--- src/rtl/iocap_pkg.sv ---
// Shared types and limits for the IOB capture scheduler.
// Build option: define IOCAP_PARK_EN to park the capture register at all-ones while idle.
package iocap_pkg;

  typedef enum logic [2:0] {
    IOCAP_IDLE    = 3'd0,
    IOCAP_SETTLE  = 3'd1,
    IOCAP_CAPTURE = 3'd2,
    IOCAP_WAIT    = 3'd3,
    IOCAP_RETURN  = 3'd4
  } iocap_state_t;

  localparam int IOCAP_MAX_NREQ   = 16;
  localparam int IOCAP_MAX_SETTLE = 255;

  // Next requester index with wrap; n need not be a power of two.
  function automatic int iocap_next_idx(input int idx, input int n);
    return (idx + 1 >= n) ? 0 : idx + 1;
  endfunction

endpackage

--- src/rtl/io_capture_scheduler_if.sv ---
// Requester, pin-mux and capture-register signals of the IOB capture scheduler.
// Build option IOCAP_PARK_EN only changes how CapSet is driven.
interface io_capture_scheduler_if #(
  parameter int width = 8,
  parameter int NREQ  = 4,
  parameter int SELW  = $clog2(NREQ)
);

  // Handshake: Req[i] is a level request held until the single-cycle Ack[i];
  // there is no back-pressure, Data is valid in the Ack cycle and held after.
  logic [NREQ-1:0]  Req;
  logic [SELW-1:0]  Sel;
  logic             CapReset;
  logic             CapSet;
  logic             CapEnable;
  logic [width-1:0] CapOut;
  logic [width-1:0] Data;
  logic [NREQ-1:0]  Ack;
  logic             Busy;

  modport master (
    input  Req, CapOut,
    output Sel, CapReset, CapSet, CapEnable, Data, Ack, Busy
  );

  modport slave (
    output Req, CapOut,
    input  Sel, CapReset, CapSet, CapEnable, Data, Ack, Busy
  );

endinterface

--- src/rtl/iocap_rr_arbiter.sv ---
// Combinational round-robin pick: first unmasked request at or after ptr, wrapping.
// Unaffected by IOCAP_PARK_EN.
module iocap_rr_arbiter #(
  parameter int NREQ = 4,
  parameter int SELW = $clog2(NREQ)
) (
  input  logic [NREQ-1:0] req,
  input  logic [NREQ-1:0] mask,
  input  logic [SELW-1:0] ptr,
  output logic            grant_valid,
  output logic [SELW-1:0] grant_idx
);

  logic [NREQ-1:0] eligible;
  logic [SELW:0]   probe;

  assign eligible = req & ~mask;

  always_comb begin
    grant_valid = 1'b0;
    grant_idx   = '0;
    probe       = '0;
    for (int off = 0; off < NREQ; off++) begin
      probe = {1'b0, ptr} + (SELW+1)'(off);
      if (probe >= (SELW+1)'(NREQ)) probe = probe - (SELW+1)'(NREQ);
      if (!grant_valid && eligible[probe[SELW-1:0]]) begin
        grant_valid = 1'b1;
        grant_idx   = probe[SELW-1:0];
      end
    end
  end

endmodule

--- src/rtl/io_capture_scheduler.sv ---
// Time-shares one IOB capture register among NREQ requesters through a pin mux.
// Define IOCAP_PARK_EN to hold CapSet high while idle (parks the register at all-ones).
module io_capture_scheduler
  import iocap_pkg::*;
#(
  parameter int width  = 8,
  parameter int NREQ   = 4,
  parameter int SELW   = $clog2(NREQ),
  parameter int SETTLE = 2
) (
  input  logic                   Clock,
  input  logic                   Reset,
  io_capture_scheduler_if.master bus,
  output iocap_state_t           fsm_state
);

  iocap_state_t     state_q, state_d;
  logic [7:0]       cnt_q;
  logic [SELW-1:0]  sel_q;
  logic [SELW-1:0]  rr_ptr_q;
  logic [width-1:0] data_q;
  logic [NREQ-1:0]  ack_q;
  logic             busy_q;
  logic             cap_en_q;
  logic             cap_set_q;
  logic             cap_rst_q;

  logic [NREQ-1:0]  sel_onehot;
  logic [NREQ-1:0]  arb_mask;
  logic             grant_valid;
  logic [SELW-1:0]  grant_idx;
  logic             load_grant;

  assign sel_onehot = NREQ'(1) << sel_q;

  iocap_rr_arbiter #(
    .NREQ (NREQ),
    .SELW (SELW)
  ) u_arb (
    .req         (bus.Req),
    .mask        (arb_mask),
    .ptr         (rr_ptr_q),
    .grant_valid (grant_valid),
    .grant_idx   (grant_idx)
  );

  // RETURN doubles as an arbitration slot so grants can run back-to-back;
  // the requester being acknowledged is masked so it cannot win twice in a row.
  always_comb begin
    state_d    = state_q;
    arb_mask   = '0;
    load_grant = 1'b0;
    case (state_q)
      IOCAP_IDLE: begin
        if (grant_valid) begin
          state_d    = IOCAP_SETTLE;
          load_grant = 1'b1;
        end
      end
      IOCAP_SETTLE: begin
        if (cnt_q == 8'd0) state_d = IOCAP_CAPTURE;
      end
      IOCAP_CAPTURE: state_d = IOCAP_WAIT;
      IOCAP_WAIT:    state_d = IOCAP_RETURN;
      IOCAP_RETURN: begin
        arb_mask = sel_onehot;
        if (grant_valid) begin
          state_d    = IOCAP_SETTLE;
          load_grant = 1'b1;
        end else begin
          state_d = IOCAP_IDLE;
        end
      end
      default: state_d = IOCAP_IDLE;
    endcase
  end

  always_ff @(posedge Clock) begin
    cap_rst_q <= Reset;
  end

  always_ff @(posedge Clock) begin
    if (Reset) begin
      state_q   <= IOCAP_IDLE;
      cnt_q     <= 8'd0;
      sel_q     <= '0;
      rr_ptr_q  <= '0;
      data_q    <= '0;
      ack_q     <= '0;
      busy_q    <= 1'b0;
      cap_en_q  <= 1'b0;
      cap_set_q <= 1'b0;
    end else begin
      state_q <= state_d;
      if (load_grant) begin
        sel_q <= grant_idx;
        cnt_q <= 8'(SETTLE - 1);
      end else if (state_q == IOCAP_SETTLE && cnt_q != 8'd0) begin
        cnt_q <= cnt_q - 8'd1;
      end
      // Outputs are decoded from the next state so every one of them is a flop.
      cap_en_q <= (state_d == IOCAP_CAPTURE);
      busy_q   <= (state_d == IOCAP_SETTLE) || (state_d == IOCAP_CAPTURE) ||
                  (state_d == IOCAP_WAIT);
      ack_q    <= (state_d == IOCAP_RETURN) ? sel_onehot : '0;
      if (state_q == IOCAP_WAIT) data_q <= bus.CapOut;
      if (state_q == IOCAP_RETURN) rr_ptr_q <= SELW'(iocap_next_idx(int'(sel_q), NREQ));
`ifdef IOCAP_PARK_EN
      cap_set_q <= (state_d == IOCAP_IDLE);
`else
      cap_set_q <= 1'b0;
`endif
    end
  end

  assign bus.Sel       = sel_q;
  assign bus.CapReset  = cap_rst_q;
  assign bus.CapSet    = cap_set_q;
  assign bus.CapEnable = cap_en_q;
  assign bus.Data      = data_q;
  assign bus.Ack       = ack_q;
  assign bus.Busy      = busy_q;
  assign fsm_state     = state_q;

endmodule

--- src/flat_wrapper.sv ---
// flat-port wrapper written by rule: the top's interface ports become plain ports
module io_capture_scheduler_flat import iocap_pkg::*;
#(
  parameter int width  = 8,
  parameter int NREQ   = 4,
  parameter int SELW   = $clog2(NREQ),
  parameter int SETTLE = 2
)
  (Clock, Reset, fsm_state, bus_Req, bus_CapOut, bus_Sel, bus_CapReset, bus_CapSet, bus_CapEnable, bus_Data, bus_Ack, bus_Busy);
  io_capture_scheduler_if #(.width(width), .NREQ(NREQ), .SELW(SELW)) bus_i ();
  input  logic Clock;
  input  logic Reset;
  output iocap_state_t fsm_state;
  input wire logic [$bits(bus_i.Req)-1:0] bus_Req;
  input wire logic [$bits(bus_i.CapOut)-1:0] bus_CapOut;
  output wire logic [$bits(bus_i.Sel)-1:0] bus_Sel;
  output wire logic [$bits(bus_i.CapReset)-1:0] bus_CapReset;
  output wire logic [$bits(bus_i.CapSet)-1:0] bus_CapSet;
  output wire logic [$bits(bus_i.CapEnable)-1:0] bus_CapEnable;
  output wire logic [$bits(bus_i.Data)-1:0] bus_Data;
  output wire logic [$bits(bus_i.Ack)-1:0] bus_Ack;
  output wire logic [$bits(bus_i.Busy)-1:0] bus_Busy;
  assign bus_i.Req = bus_Req;
  assign bus_i.CapOut = bus_CapOut;
  assign bus_Sel = bus_i.Sel;
  assign bus_CapReset = bus_i.CapReset;
  assign bus_CapSet = bus_i.CapSet;
  assign bus_CapEnable = bus_i.CapEnable;
  assign bus_Data = bus_i.Data;
  assign bus_Ack = bus_i.Ack;
  assign bus_Busy = bus_i.Busy;
  io_capture_scheduler #(.width(width), .NREQ(NREQ), .SELW(SELW), .SETTLE(SETTLE)) u_core (.Clock(Clock), .Reset(Reset), .bus(bus_i), .fsm_state(fsm_state));
endmodule
--- config.mk ---
export PLATFORM = sky130hd
export DESIGN_NAME = io_capture_scheduler_flat
export DESIGN_NICKNAME = d
export VERILOG_FILES = /design/src/rtl/iocap_pkg.sv /design/src/rtl/io_capture_scheduler_if.sv /design/src/rtl/iocap_rr_arbiter.sv /design/src/rtl/io_capture_scheduler.sv /design/src/flat_wrapper.sv
export SDC_FILE = /design/constraint.sdc
export NUM_CORES = 1
export LEC_CHECK = 0
export ABC_CLOCK_PERIOD_IN_PS = 2900
export CAP_MARGIN = 20
export CORE_MARGIN = 1.5
export CORE_UTILIZATION = 48
export DETAILED_ROUTE_END_ITERATION = 16
export MAX_ROUTING_LAYER = met4
export PLACE_DENSITY = 0.79
export SYNTH_ARGS = -nofsm -noshare
export SYNTH_HDL_FRONTEND = slang
export SYNTH_HIERARCHICAL = 1
export SYNTH_SLANG_ARGS = --single-unit
export TNS_END_PERCENT = 20
--- constraint.sdc ---
create_clock -name Clock -period 2.9 [get_ports Clock]
set_clock_uncertainty 0.05 [all_clocks]
set_input_delay 0.725 -clock Clock [delete_from_list [all_inputs] [get_ports Clock]]
set_output_delay 0.725 -clock Clock [all_outputs]
set_load 0.1 [all_outputs]
==> results of run 1 <==
[flip-flops by register name (all words and copies together) (netlist names)]
name and flops:
u_core/bus.Ack 4, u_core/bus.CapReset 1, u_core/rr_ptr_q 2, u_core/fsm_state 3, u_core/cnt_q 8, u_core/bus.Busy 1, u_core/bus.Sel 2, u_core/bus.Data 8
u_core/bus.CapEnable 1
[worst max-delay path, delay by kind of cell (launching register included)]
family	cells	cell delay, ns
buffers and inverters	1	0.20
and+or+nand+nor	7	1.03
AOI/OAI and AO/OA	1	0.22
DFF	1	0.54
[cells in the final DEF (no fill, tap or decap), drive strengths merged, types with 3 or more instances in the layout]
cell | Yosys | routed
and2 | 4 | 4
clkdlybuf4s50 | 0 | 13
dfxtp | 30 | 30
a22o | 8 | 8
xor2 | 5 | 5
buf | 3 | 22
ha | 7 | 7
clkbuf | 4 | 5
and3 | 5 | 5
nor3b | 4 | 4
nor3 | 6 | 6
a21oi | 6 | 6
nor2b | 4 | 4
o211ai | 3 | 3
inv | 7 | 7
nor2 | 18 | 18
[how the worst max path moves through the flow]
stage / startpoint / to / slack (ns) / cells after the start
floorplan: u_core/fsm_state[1] / u_core/cnt_q[2] / 0.007 / 10
CTS: u_core/fsm_state[1] / u_core/cnt_q[0] / 0.80 / 9
finish: u_core/fsm_state[1] / u_core/cnt_q[0] / 0.78 / 9
global placement: bus_Req[1] / u_core/cnt_q[1] / 0.59 / 7
global route: u_core/fsm_state[1] / u_core/bus.Sel[1] / 0.63 / 10
detailed placement: bus_Req[3] / u_core/cnt_q[0] / 0.56 / 8
[routing by layer]
layer / track usage / vias to the layer above / wire length, um
li1: - / 572 / -
met3: 0.05991 / 2 / 128
met4: 0.05102 / 0 / 20
met5: - / - / 0
met1: 0.2443 / 527 / 1283
met2: 0.3123 / 24 / 1452
[final cells by class]
type                            instances  share of cell area
Tap cell                               31             0.02203
Sequential cell                        30              0.3426
Clock inverter                          3             0.02274
Clock buffer                            5             0.02132
Inverter                                7             0.01493
Multi-Input combinational cell         97              0.4087
Timing Repair Buffer                   35              0.1677
[kinds of logic after synthesis]
| logic type | count (synthesis) | share of synthesized area |
|---|---|---|
| xor gates and xnor gates | 5 | 0.03164 |
| other | 1 | 0.002710 |
| AOI/OAI and AO/OA | 30 | 0.1772 |
| DFF | 30 | 0.4340 |
| adders and majority gates | 7 | 0.06329 |
| buffers and inverters | 14 | 0.04611 |
| muxes | 2 | 0.01447 |
| and+or+nand+nor | 52 | 0.2306 |
[report_power, final]
group          total [W]  switching (W)  leakage [nW]  internal [W]
clock network   0.000319       0.000141        0.0450      0.000179
logic           0.000896       0.000617         0.456      0.000279
registers       0.000578      0.0000929         0.245      0.000485
[metrics by stage]
| stage | utilization | cell area [um^2] | setup slack [ns] | hold WS [ns] | total power [W] |
|---|---|---|---|---|---|
| 3_5_place_dp | 0.6156 | 1683 | 0.5628 | 0.4180 | 0.001476 |
| 3_3_place_gp | 0.6156 | 1683 | 0.5926 | 0.4158 | 0.001459 |
| 4_1_cts | 0.6439 | 1760 | 0.8044 | 0.4466 | 0.001797 |
| 5_1_grt | 0.6439 | 1760 | 0.6347 | 0.4738 | 0.001897 |
| 6_report | 0.6439 | 1760 | 0.7766 | 0.4399 | 0.001794 |
| 2_1_floorplan | - | 1386 | 0.006804 | 0.4114 | 0.001302 |
==> impl_metrics.toml, run 1 <==
[floorplan]
dieArea_um2 = 3214
die_h_um = 56.70
design.portCount = 35
core-area_um2 = 2734
initial_core_util = 0.5062
die_w_um = 56.70
rows = 19

[setup_path]
r2r_end = "u_core/cnt_q[0]"
end_kind = "register"
critPathRequiredTime_ns = 3.08
ff2ff_setup_slack_ns = 0.78
path_class = "register to register"
worst_ep_arrival_time_ns = 2.30
reg2reg_from = "u_core/fsm_state[1]"
cp_max_fo = 10
crit_path_frequent_cell = "nor2_1"
critical-path-slowest-cell = "dfxtp_1"
critPathMaxStageDelay_ns = 0.54
crit_chain = "nor2_1 -> and3_1 -> nor2b_4 -> nor2_1 -> nand3_1 -> nor3b_1 -> buf_4 -> nor3_1 -> a211oi_1"
reg2reg_depth = 9
cp-start-kind = "register"

[min_path]
min_delay_path_depth = 1
hp-class = "register to register"
min_from = "u_core/bus.Data[2]"
hold_end = "u_core/bus.Data[2]"

[global_route]
overflow = 0
grt_antenna_before_repair = 0
grt_usage = 0.1969
grt_pass1_wl_um = 4747
grt_pass1_vias = 1026
grt_max_degree = 14

[drt]
vias_per_cell = 5.409
drt_wl_total_um = 2884
drtPass1Iterations = 4
dr_total_vias = 1125
ant_nets = 0
drc = 0
post_drt_wl_per_cell_um = 13.87
drtIter0Drc = 35

[cts]
clock_latency_ns = 0.32
cts-root-buf = "clkbuf_4"
cts_setup_buffers = 0
cts_tree = "done"
clkTransAtPathRegs_ns = 0.10
cts_hold_buf = 0
cts-buffers-inserted = 5
cts_num_sinks = 30
h-tree-depth = 2
cts_max_path_buffers = 2
ctsResizeCount = 0

[finish]
finalNonFillerCells = 208
final_layout_size_suffix_gt1_frac = 0.2486
regArea_um2 = 603.1
multi_input_area_um2 = 719.4
area_growth_pct = 27.22
diodes = 0
layout.nets = 197
fill_cells = 237

[timing]
finalCritPeriodShare = 0.7322
rsz0062_at_grt = "false"
period_needed_ns = 2.123
slew_viol_final = 0
fin_setup_tns_ns = 0
hold_violations = 0
fmax_mhz = 470.9
setup_violations = 0

[yosys]
synth_area_leaders = "dfxtp_1, ha_1, a22o_1"
synth_edf_count = 0
yosysSeqAreaShare = 0.4340
synthTopCellsByCount = "dfxtp_1, nor2_1, a22o_1"
yosysWarnings = 6
yosys.area.top_type_share = 0.4340
ys_types = 40
syn_nets = 162
syn_area_um2 = 1384
ys_async_sr_fraction = 0
ys_ff_latch = 30
synth_most_common_cell = "dfxtp_1"
yosys.area.top_type = "dfxtp_1"
syn_avg_cell_area_um2 = 9.814
synthFlopType = "dfxtp_1"
synth_cells = 141

[power]
power_leakage_nw = 0.7455
power_density_nw_per_um2 = 1019
vdd_drop_max_v = 0.0008844

[run]
drv_cap = 0

[place]
dpl.cell_count = 200
gp_congestion = 0.7780
port_buffers = 33
place_hpwl_um = 2168

[run_status]
status = "completed"
(Power assumes the default switching activity.)
==> run 2, diff against run 1 <==
ABC_CLOCK_PERIOD_IN_PS = 1990   (was 2900)
clock period = 1.99 ns   (was 2.9 ns; I/O delays follow)
==> run 2 against run 1 <==
  * Die area did not move
  * Critical endpoint is now u_core/cnt_q[2]
  * Utilization rose by 12 points
  * Power rose by 54%
  * Highest routed layer unchanged
==> impl_metrics.toml, run 2 (synthesis gave the netlist of run 1 again) <==
[run_status]
status = "completed"

[global_route]
grt_pass1_vias = 1124
grt_pass1_wl_um = 5071
overflow = 0
grt_max_degree = 14
grt_antenna_before_repair = 0
grt_usage = 0.2093

[drt]
drtIter0Drc = 19
vias_per_cell = 5.412
drtPass1Iterations = 4
ant_nets = 0
dr_total_vias = 1142
drc = 0
post_drt_wl_per_cell_um = 14.02
drt_wl_total_um = 2959

[timing]
setup_violations = 0
period_needed_ns = 1.837
rsz0062_at_grt = "false"
finalCritPeriodShare = 0.9233
slew_viol_final = 0
fmax_mhz = 544.3
hold_ws_ns = 0.4488
hold_violations = 0

[setup_path]
crit_buf_inv = 1
end_kind = "register"
cp_max_fo = 7
r2r_end = "u_core/cnt_q[2]"
critPathMaxStageDelay_ns = 0.42
cp-start-kind = "register"
reg2reg_from = "u_core/bus.Sel[0]"
crit_family = "simple AND/OR/NAND/NOR gates"
crit_chain = "inv_2 -> ha_2 -> and3_1 -> nand2b_4 -> nand3_2 -> nor3b_4 -> or2_4 -> nor2_1"
reg2reg_depth = 8
ff2ff_setup_slack_ns = 0.15
critical-path-slowest-cell = "dfxtp_4"
critPathRequiredTime_ns = 2.15
path_class = "register to register"
worst_ep_arrival_time_ns = 2.00

[floorplan]
dieArea_um2 = 3214
rows = 19
die_w_um = 56.70
initial_core_util = 0.5062
core-area_um2 = 2734
die_h_um = 56.70
design.portCount = 35

[finish]
regArea_um2 = 619.3
diodes = 0
multi_input_area_um2 = 780.7
area_growth_pct = 50.63
fill_cells = 182
final_layout_size_suffix_gt1_frac = 0.3278
mostFrequentLayoutCells = "dfxtp_1, buf_12, nor2_1, clkdlybuf4s50_1, a22o_1"
final_common_cell = "dfxtp_1"
layout.nets = 200

[power]
power.total_w = 0.002765
power_density_nw_per_um2 = 1326
power_leakage_nw = 0.8127
vdd_drop_max_v = 0.001097

[place]
place_hpwl_um = 2324
port_buffers = 33
gp_congestion = 0.7772

[run]
drv_cap = 0

[cts]
clkTransAtPathRegs_ns = 0.09
cts_max_path_buffers = 2
cts_tree = "done"
h-tree-depth = 2
cts-root-buf = "clkbuf_4"
clock_latency_ns = 0.32
cts_hold_buf = 0
cts_setup_buffers = 0
cts_num_sinks = 30
ctsResizeCount = 0
cts-buffers-inserted = 5

[min_path]
hold_end = "u_core/cnt_q[7]"
hp-class = "register to register"
min_from = "u_core/cnt_q[7]"
min_delay_path_depth = 2
==> run 2: cell type report <==
| cell class | instances | area share |
|---|---|---|
| Clock buffer | 8 | 0.02341 |
| Inverter | 7 | 0.01381 |
| Multi-Input combinational cell | 97 | 0.3745 |
| Sequential cell | 30 | 0.2971 |
| Tap cell | 31 | 0.01861 |
| Timing Repair Buffer | 38 | 0.2725 |
==> run 2: worst max path at each step <==
stage,from,end,slack [ns],cells past startpoint
after global placement,bus_Req[1],u_core/cnt_q[1],0.0009,7
after CTS,u_core/bus.Sel[0],u_core/cnt_q[1],0.15,8
after detailed placement,bus_Req[1],u_core/cnt_q[1],-0.04,7
after global routing,u_core/bus.Sel[0],u_core/bus.Sel[0],0.01,9
final,u_core/bus.Sel[0],u_core/cnt_q[2],0.15,8
after floorplan,u_core/fsm_state[1],u_core/cnt_q[1],0.003,10
==> run 2: worst reg2reg max path, stage by stage (launching register included) <==
cell and delay, ns:
dfxtp_4 0.42, inv_2 0.06, ha_2 0.19, and3_1 0.17, nand2b_4 0.16, nand3_2 0.09, nor3b_4 0.31, or2_4 0.23
nor2_1 0.05
==> run 2: report_power, final <==
part	internal (W)	total, W	switching [W]
Combinational	0.000610	0.00152	0.000911
Clock	0.000140	0.000324	0.000184
Sequential	0.000724	0.000919	0.000196
==> run 2: routing by layer <==
| layer | vias up | track usage | part of all wire |
|---|---|---|---|
| met5 | - | - | 0 |
| met4 | 0 | 0.08163 | 0.013 |
| met3 | 5 | 0.06452 | 0.055 |
| met2 | 35 | 0.3538 | 0.51 |
| met1 | 528 | 0.2284 | 0.42 |
| li1 | 574 | - | - |
==> run 2: stage by stage <==
stage	util	setup TNS [ns]	std cells	worst slack [ns]	area, um^2
detailed placement	0.7446	-0.04317	203	-0.04317	2036
global placement	0.7446	0	203	0.0008870	2036
finish	0.7625	0	211	0.1526	2085
floorplan	-	0	141	0.002857	1484
CTS	0.7625	0	211	0.1503	2085
global route	0.7625	0	211	0.01082	2085
